--- src/rtl/div_unit_pkg.sv ---
// div_unit_pkg: definitions shared by the iterative divider and the CPU
// control logic. Holds the divider FSM encoding and the iteration count.
package div_unit_pkg;

    typedef enum logic [1:0] {
        DIV_IDLE = 2'd0,
        DIV_RUN  = 2'd1,
        DIV_DONE = 2'd2
    } div_state_e;

    localparam int DIV_ITERS = 32;

endpackage

--- src/rtl/div_unit_step.sv ---
// div_step: one radix-2 restoring iteration, purely combinational.
// Shifts the partial remainder left, bringing in the next dividend bit,
// trial-subtracts the divisor magnitude, and restores if the result is negative.
// Ports:
//   rem_in   [WIDTH:0]   partial remainder before this iteration
//   msb_in               next dividend bit, MSB first
//   divisor  [WIDTH-1:0] divisor magnitude
//   rem_out  [WIDTH:0]   partial remainder after this iteration
//   q_bit                quotient bit produced by this iteration
module div_step #(
    parameter int WIDTH = 32
) (
    input  logic [WIDTH:0]   rem_in,
    input  logic             msb_in,
    input  logic [WIDTH-1:0] divisor,
    output logic [WIDTH:0]   rem_out,
    output logic             q_bit
);

    logic [WIDTH+1:0] shifted;
    logic [WIDTH+1:0] diff;

    always_comb begin
        shifted = {rem_in, msb_in};
        // One extra bit above the remainder so the borrow shows up as a sign bit.
        diff    = shifted - {2'b00, divisor};
        q_bit   = ~diff[WIDTH+1];
        rem_out = q_bit ? diff[WIDTH:0] : shifted[WIDTH:0];
    end

endmodule

--- src/rtl/div_unit.sv ---
// div_unit: iterative restoring divider for MIPS DIV/DIVU. One quotient bit
// per clock. The quotient goes to LO and the remainder goes to HI.
//
//   state    | meaning
//   ---------+------------------------------------------------
//   DIV_IDLE | waiting for start
//   DIV_RUN  | iterating, cnt_q = 0..DIV_ITERS-1
//   DIV_DONE | results valid, done high for this one cycle
//
// Ports:
//   clk, rst             system clock, synchronous active-high reset
//   start                request, sampled only when not busy
//   is_signed            1 = DIV, 0 = DIVU (captured with start)
//   dividend, divisor    rs / rt operands (captured with start)
//   busy                 division in progress
//   done                 one-cycle completion pulse
//   q, r                 quotient / remainder, held until the next completion
//   div_zero             last completed operation had divisor == 0
module div_unit
    import div_unit_pkg::*;
#(
    parameter int WIDTH = 32
) (
    input  logic             clk,
    input  logic             rst,
    input  logic             start,
    input  logic             is_signed,
    input  logic [WIDTH-1:0] dividend,
    input  logic [WIDTH-1:0] divisor,
    output logic             busy,
    output logic             done,
    output logic [WIDTH-1:0] q,
    output logic [WIDTH-1:0] r,
    output logic             div_zero
);

    localparam int CW = $clog2(DIV_ITERS);

    div_state_e       state_q, state_d;
    logic [CW-1:0]    cnt_q, cnt_d;
    logic [WIDTH:0]   rem_q, rem_d;
    logic [WIDTH-1:0] quo_q, quo_d;     // dividend bits shift out, quotient bits shift in
    logic [WIDTH-1:0] dvs_q, dvs_d;
    logic             neg_q_q, neg_q_d;
    logic             neg_r_q, neg_r_d;
    logic             zero_q, zero_d;
    logic [WIDTH-1:0] q_q, q_d;
    logic [WIDTH-1:0] r_q, r_d;
    logic             div_zero_q, div_zero_d;

    logic [WIDTH:0]   step_rem;
    logic             step_qbit;
    logic [WIDTH-1:0] dividend_mag, divisor_mag;
    logic [WIDTH-1:0] qmag, rmag;

    div_step #(.WIDTH(WIDTH)) u_step (
        .rem_in  (rem_q),
        .msb_in  (quo_q[WIDTH-1]),
        .divisor (dvs_q),
        .rem_out (step_rem),
        .q_bit   (step_qbit)
    );

    always_comb begin
        dividend_mag = (is_signed && dividend[WIDTH-1]) ? (~dividend + WIDTH'(1)) : dividend;
        divisor_mag  = (is_signed && divisor[WIDTH-1])  ? (~divisor + WIDTH'(1))  : divisor;
        qmag         = {quo_q[WIDTH-2:0], step_qbit};
        rmag         = step_rem[WIDTH-1:0];
    end

    always_comb begin
        state_d    = state_q;
        cnt_d      = cnt_q;
        rem_d      = rem_q;
        quo_d      = quo_q;
        dvs_d      = dvs_q;
        neg_q_d    = neg_q_q;
        neg_r_d    = neg_r_q;
        zero_d     = zero_q;
        q_d        = q_q;
        r_d        = r_q;
        div_zero_d = div_zero_q;

        case (state_q)
            DIV_IDLE, DIV_DONE: begin
                if (start) begin
                    state_d = DIV_RUN;
                    cnt_d   = '0;
                    rem_d   = '0;
                    quo_d   = dividend_mag;
                    dvs_d   = divisor_mag;
                    neg_q_d = is_signed & (dividend[WIDTH-1] ^ divisor[WIDTH-1]);
                    neg_r_d = is_signed & dividend[WIDTH-1];
                    zero_d  = (divisor == '0);
                end else if (state_q == DIV_DONE) begin
                    state_d = DIV_IDLE;
                end
            end
            DIV_RUN: begin
                rem_d = step_rem;
                quo_d = qmag;
                cnt_d = cnt_q + CW'(1);
                if (cnt_q == CW'(DIV_ITERS - 1)) begin
                    state_d = DIV_DONE;
                    // Divide by zero leaves an all-ones quotient whatever the signs.
                    q_d = (neg_q_q && !zero_q) ? (~qmag + WIDTH'(1)) : qmag;
                    r_d = neg_r_q ? (~rmag + WIDTH'(1)) : rmag;
                    div_zero_d = zero_q;
                end
            end
            default: state_d = DIV_IDLE;
        endcase
    end

    always_ff @(posedge clk) begin
        if (rst) begin
            state_q    <= DIV_IDLE;
            cnt_q      <= '0;
            rem_q      <= '0;
            quo_q      <= '0;
            dvs_q      <= '0;
            neg_q_q    <= 1'b0;
            neg_r_q    <= 1'b0;
            zero_q     <= 1'b0;
            q_q        <= '0;
            r_q        <= '0;
            div_zero_q <= 1'b0;
        end else begin
            state_q    <= state_d;
            cnt_q      <= cnt_d;
            rem_q      <= rem_d;
            quo_q      <= quo_d;
            dvs_q      <= dvs_d;
            neg_q_q    <= neg_q_d;
            neg_r_q    <= neg_r_d;
            zero_q     <= zero_d;
            q_q        <= q_d;
            r_q        <= r_d;
            div_zero_q <= div_zero_d;
        end
    end

    assign busy     = (state_q == DIV_RUN);
    assign done     = (state_q == DIV_DONE);
    assign q        = q_q;
    assign r        = r_q;
    assign div_zero = div_zero_q;

endmodule

--- config.mk ---
export PLATFORM = sky130hd
export DESIGN_NAME = div_unit
export DESIGN_NICKNAME = d
export VERILOG_FILES = /design/src/rtl/div_unit_pkg.sv /design/src/rtl/div_unit_step.sv /design/src/rtl/div_unit.sv
export SDC_FILE = /design/constraint.sdc
export NUM_CORES = 1
export LEC_CHECK = 0
export BUFFER_PORTS_ARGS = -buffer_cell sky130_fd_sc_hd__clkbuf_2
export CORE_MARGIN = 4
export CORE_UTILIZATION = 40
export CTS_CLUSTER_DIAMETER = 150
export DETAILED_ROUTE_END_ITERATION = 10
export HOLD_SLACK_MARGIN = 0.08
export PLACE_DENSITY_LB_ADDON = 0.25
export RECOVER_POWER = 100
export SYNTH_ARGS = -nofsm -noshare
export SYNTH_HDL_FRONTEND = slang
export SYNTH_HIERARCHICAL = 1
export SYNTH_SLANG_ARGS = --single-unit
export TNS_END_PERCENT = 5
--- constraint.sdc ---
create_clock -name clk -period 5.4 [get_ports clk]
set_clock_uncertainty 0.1 [all_clocks]
set_input_delay 0.81 -clock clk [delete_from_list [all_inputs] [get_ports clk]]
set_output_delay 0.81 -clock clk [all_outputs]
set_load 0.03 [all_outputs]
==> reports/results.ini <==
[sta]
setup_violations=0
rsz0062_at_grt=false
setup_ws_ns=0.284
finalHoldViolations=0
worst_slew_pin_slew_ns=2.15
fmax_mhz=195
finalSetupTns_ns=0
relSlewSlack_pct=-44.0
finalCritPeriodShare_pct=94.7
drv_slew=223
fin_crit_ns=5.12

[global_route]
grt_max_degree=73
antenna_found_initial=0
grt_use_total_pct=21.6
grt_pass1_vias=9868
overflow=0
grt_pass1_wl_um=54500

[worst_hold_path]
hold_depth=2
min-delay-start=r[11]
holdPathEnd=r[11]
hold_path.class=reg2reg

[worst_setup_path]
slowest_stage=xor2_4
crit_buf_inv=3
arrival_ns=5.25
cp.depth=17
timing.rr.start=dvs_q[14]
slowest_delay_ns=0.53
end_kind=register
reg2reg_depth=17
crit_family=compound AO/OA/AOI/OAI gates
cp-start-kind=register
r2r_end=r[27]
critical_path_class=reg2reg
path_cells=inv_1 > ha_1 > nand4_1 > or3b_1 > a211oi_2 > o31ai_1 > and3_4 > o31a_4 > xor2_4 > o21ai_0 > nor4_1 > clkbuf_1 > nand4b_1 > buf_4 > o41ai_1 > xor2_1 > a211oi_1
worstPathMaxFanout=21
r2r_slack_ns=0.28
required_ns=5.54

[clocking]
cts_resized=0
cts-hold-fix-buffers=0
worst_skew_pair.late_latency_ns=0.44
clkTransAtPathRegs_ns=0.07
cts-root-buf=clkbuf_16
cts_buffer_depth=2
post-cts-setup-buffer-count=0
clock_sinks=172
cts_tree=done
htree_levels=4
numCtsBuffers=17

[yosys]
synth_area_per_cell_um2=7.89
ys_ff_latch=172
ys_seq_area_share_pct=30.9
syn_nets=1521
async_flop_share_pct=0
synth_edf_count=0
postSynthCellCount=1414
syn_area_mm2=0.0112
ys.warnings.count=6
synthDistinctLibCells=76
ys_dominant_reg_cell=dfxtp_1

[floorplanning]
die_h_um=175
dieWidth_um=175
coreArea_mm2=0.0272
die-area_mm2=0.0306
io_pins=135
num_rows=60
start_util_pct=41.0

[placement]
place_ws_ns=0.0786
place_congestion=0.912
dpl.hpwl_um=25600
io_buffers=134
dpl-instance-area_mm2=0.0123

[detailed_routing]
drt_wl_total_um=34500
viasPerCell=5.72
drc=0
final_antenna_net_count=0
drt_iter0_drc=924
wl_per_cell_um=18.1
num_vias=10900
dr.pass1.iters=5

[layout]
drive_above_1_share_pct=11.0
stdcell_area_mm2=0.0127
nets=1626
diodes=0
area_delta_synth_final_pct=14.3
nFillCells=2816

[run_status]
status=finished with violations
violations=capacitance limit, slew limit

[job]
max_cap_violations=5

==> placed cells by master (no fill, tap or decap), types with 5 or more instances in the layout <==
| master | instances |
|---|---|
| a211oi_1 | 48 |
| a21o_1 | 23 |
| a21oi_1 | 81 |
| a221oi_1 | 6 |
| a22oi_1 | 61 |
| a311oi_1 | 7 |
| a31oi_1 | 13 |
| and3_1 | 17 |
| buf_4 | 37 |
| clkbuf_1 | 75 |
| clkbuf_16 | 17 |
| clkbuf_2 | 64 |
| dfxtp_1 | 172 |
| ha_1 | 38 |
| inv_1 | 55 |
| mux2_2 | 5 |
| mux2i_1 | 17 |
| nand2_1 | 115 |
| nand2b_1 | 12 |
| nand3_1 | 17 |
| nand4_1 | 17 |
| nand4b_1 | 6 |
| nor2_1 | 148 |
| nor2b_1 | 11 |
| nor3_1 | 33 |
| nor4_1 | 20 |
| o211ai_1 | 9 |
| o21ai_0 | 77 |
| o21ai_1 | 7 |
| o22ai_1 | 32 |
| o31ai_1 | 29 |
| o41ai_1 | 20 |
| or2_2 | 7 |
| or3_1 | 19 |
| or4_1 | 18 |
| xnor2_1 | 53 |
| xor2_1 | 65 |
==> cell type report <==
class                           instances  area [µm²]  share of cell area [%]
Multi-Input combinational cell       1095        7140                    56.0
Clock inverter                         15         180                    1.41
Tap cell                              372         465                    3.65
Clock buffer                           17         425                    3.34
Inverter                               56         210                    1.65
Timing Repair Buffer                  177         885                    6.94
Sequential cell                       172        3440                    27.0
==> sequential cells by signal (all words and copies together), names as in the netlist <==
name / flops
q: 32
div_zero: 1
neg_r_q: 1
neg_q_q: 1
state_q: 2
quo_q: 32
dvs_q: 32
r: 32
rem_q: 33
zero_q: 1
cnt_q: 5
==> metal layers <==
| metal | wire length, µm | GRT usage (%) |
|---|---|---|
| met4 | 393 | 4.62 |
| met3 | 2390 | 4.13 |
| met2 | 13700 | 29.4 |
| met5 | 0 | 0 |
| met1 | 18000 | 34.5 |
==> synth_stat cells (8+ instances only) <==
| cell type | instances | share of area [%] |
|---|---|---|
| dfxtp_1 | 172 | 31 |
| nor2_1 | 148 | 5.0 |
| nand2_1 | 115 | 3.9 |
| a21oi_1 | 81 | 3.6 |
| clkbuf_1 | 75 | 2.5 |
| xor2_1 | 65 | 5.1 |
| a22oi_1 | 61 | 4.1 |
| o21ai_0 | 60 | 2.7 |
| inv_1 | 54 | 1.8 |
| xnor2_1 | 53 | 4.2 |
| a211oi_1 | 48 | 3.2 |
| ha_1 | 38 | 4.3 |
| nor3_1 | 33 | 1.5 |
| o22ai_1 | 32 | 1.8 |
| o31ai_1 | 29 | 2.0 |
| o21ai_1 | 24 | 1.1 |
| a21o_1 | 23 | 1.5 |
| o41ai_1 | 19 | 1.5 |
| or3_1 | 19 | 1.1 |
| or4_1 | 18 | 1.2 |
| and3_1 | 17 | 0.95 |
| mux2i_1 | 17 | 1.5 |
| nand3_1 | 17 | 0.76 |
| nand4_1 | 17 | 0.95 |
| nor4_1 | 17 | 0.95 |
| a31oi_1 | 13 | 0.73 |
| nand2b_1 | 12 | 0.67 |
| nor2b_1 | 12 | 0.67 |
| o211ai_1 | 9 | 0.61 |
| buf_1 | 8 | 0.27 |
==> through the flow <==
stage / utilization (%) / hold WS (ns) / std cells
final: 46.9 / 0.349 / 1904
after global routing: 46.9 / 0.372 / 1904
after CTS: 47.4 / 0.352 / 1903
after detailed placement: 45.2 / 0.342 / 1871
after global placement: 45.2 / 0.340 / 1871
after floorplan: - / 0.325 / 1414
==> worst reg2reg max path, delay by kind of cell (launching register included) <==
family / cells / cell delay [ns]
AOI/OAI and AO/OA: 6 / 1.60
and+or+nand+nor: 5 / 1.30
xor gates and xnor gates: 2 / 0.71
buffers and inverters: 3 / 0.45
adders and majority gates: 1 / 0.43
DFF: 1 / 0.33
==> worst max-delay path by stage <==
stage / startpoint / endpoint / slack (ns)
detailed placement: dvs_q[8] / r[29] / 0.08
global placement: dvs_q[8] / r[29] / 0.16
global route: dvs_q[13] / r[27] / 0.02
finish: dvs_q[14] / r[27] / 0.28
floorplan: dvs_q[8] / r[30] / 0.94
CTS: dvs_q[8] / r[31] / 0.07
==> logic make-up (layout without fill, tap and decap cells) <==
logic type	count (synthesis)	in the layout	synth area share, %
compound gates	443	443	26.7
mux	23	23	2.13
fa+ha+maj	39	39	4.44
xor+xnor	119	120	9.51
flops	172	172	30.9
simple gates	470	470	21.3
buf+inv	148	265	5.14
Power is left out: the tool's default activity adds up to more than one toggle a clock period on the data nets, which glitch-free logic cannot reach.
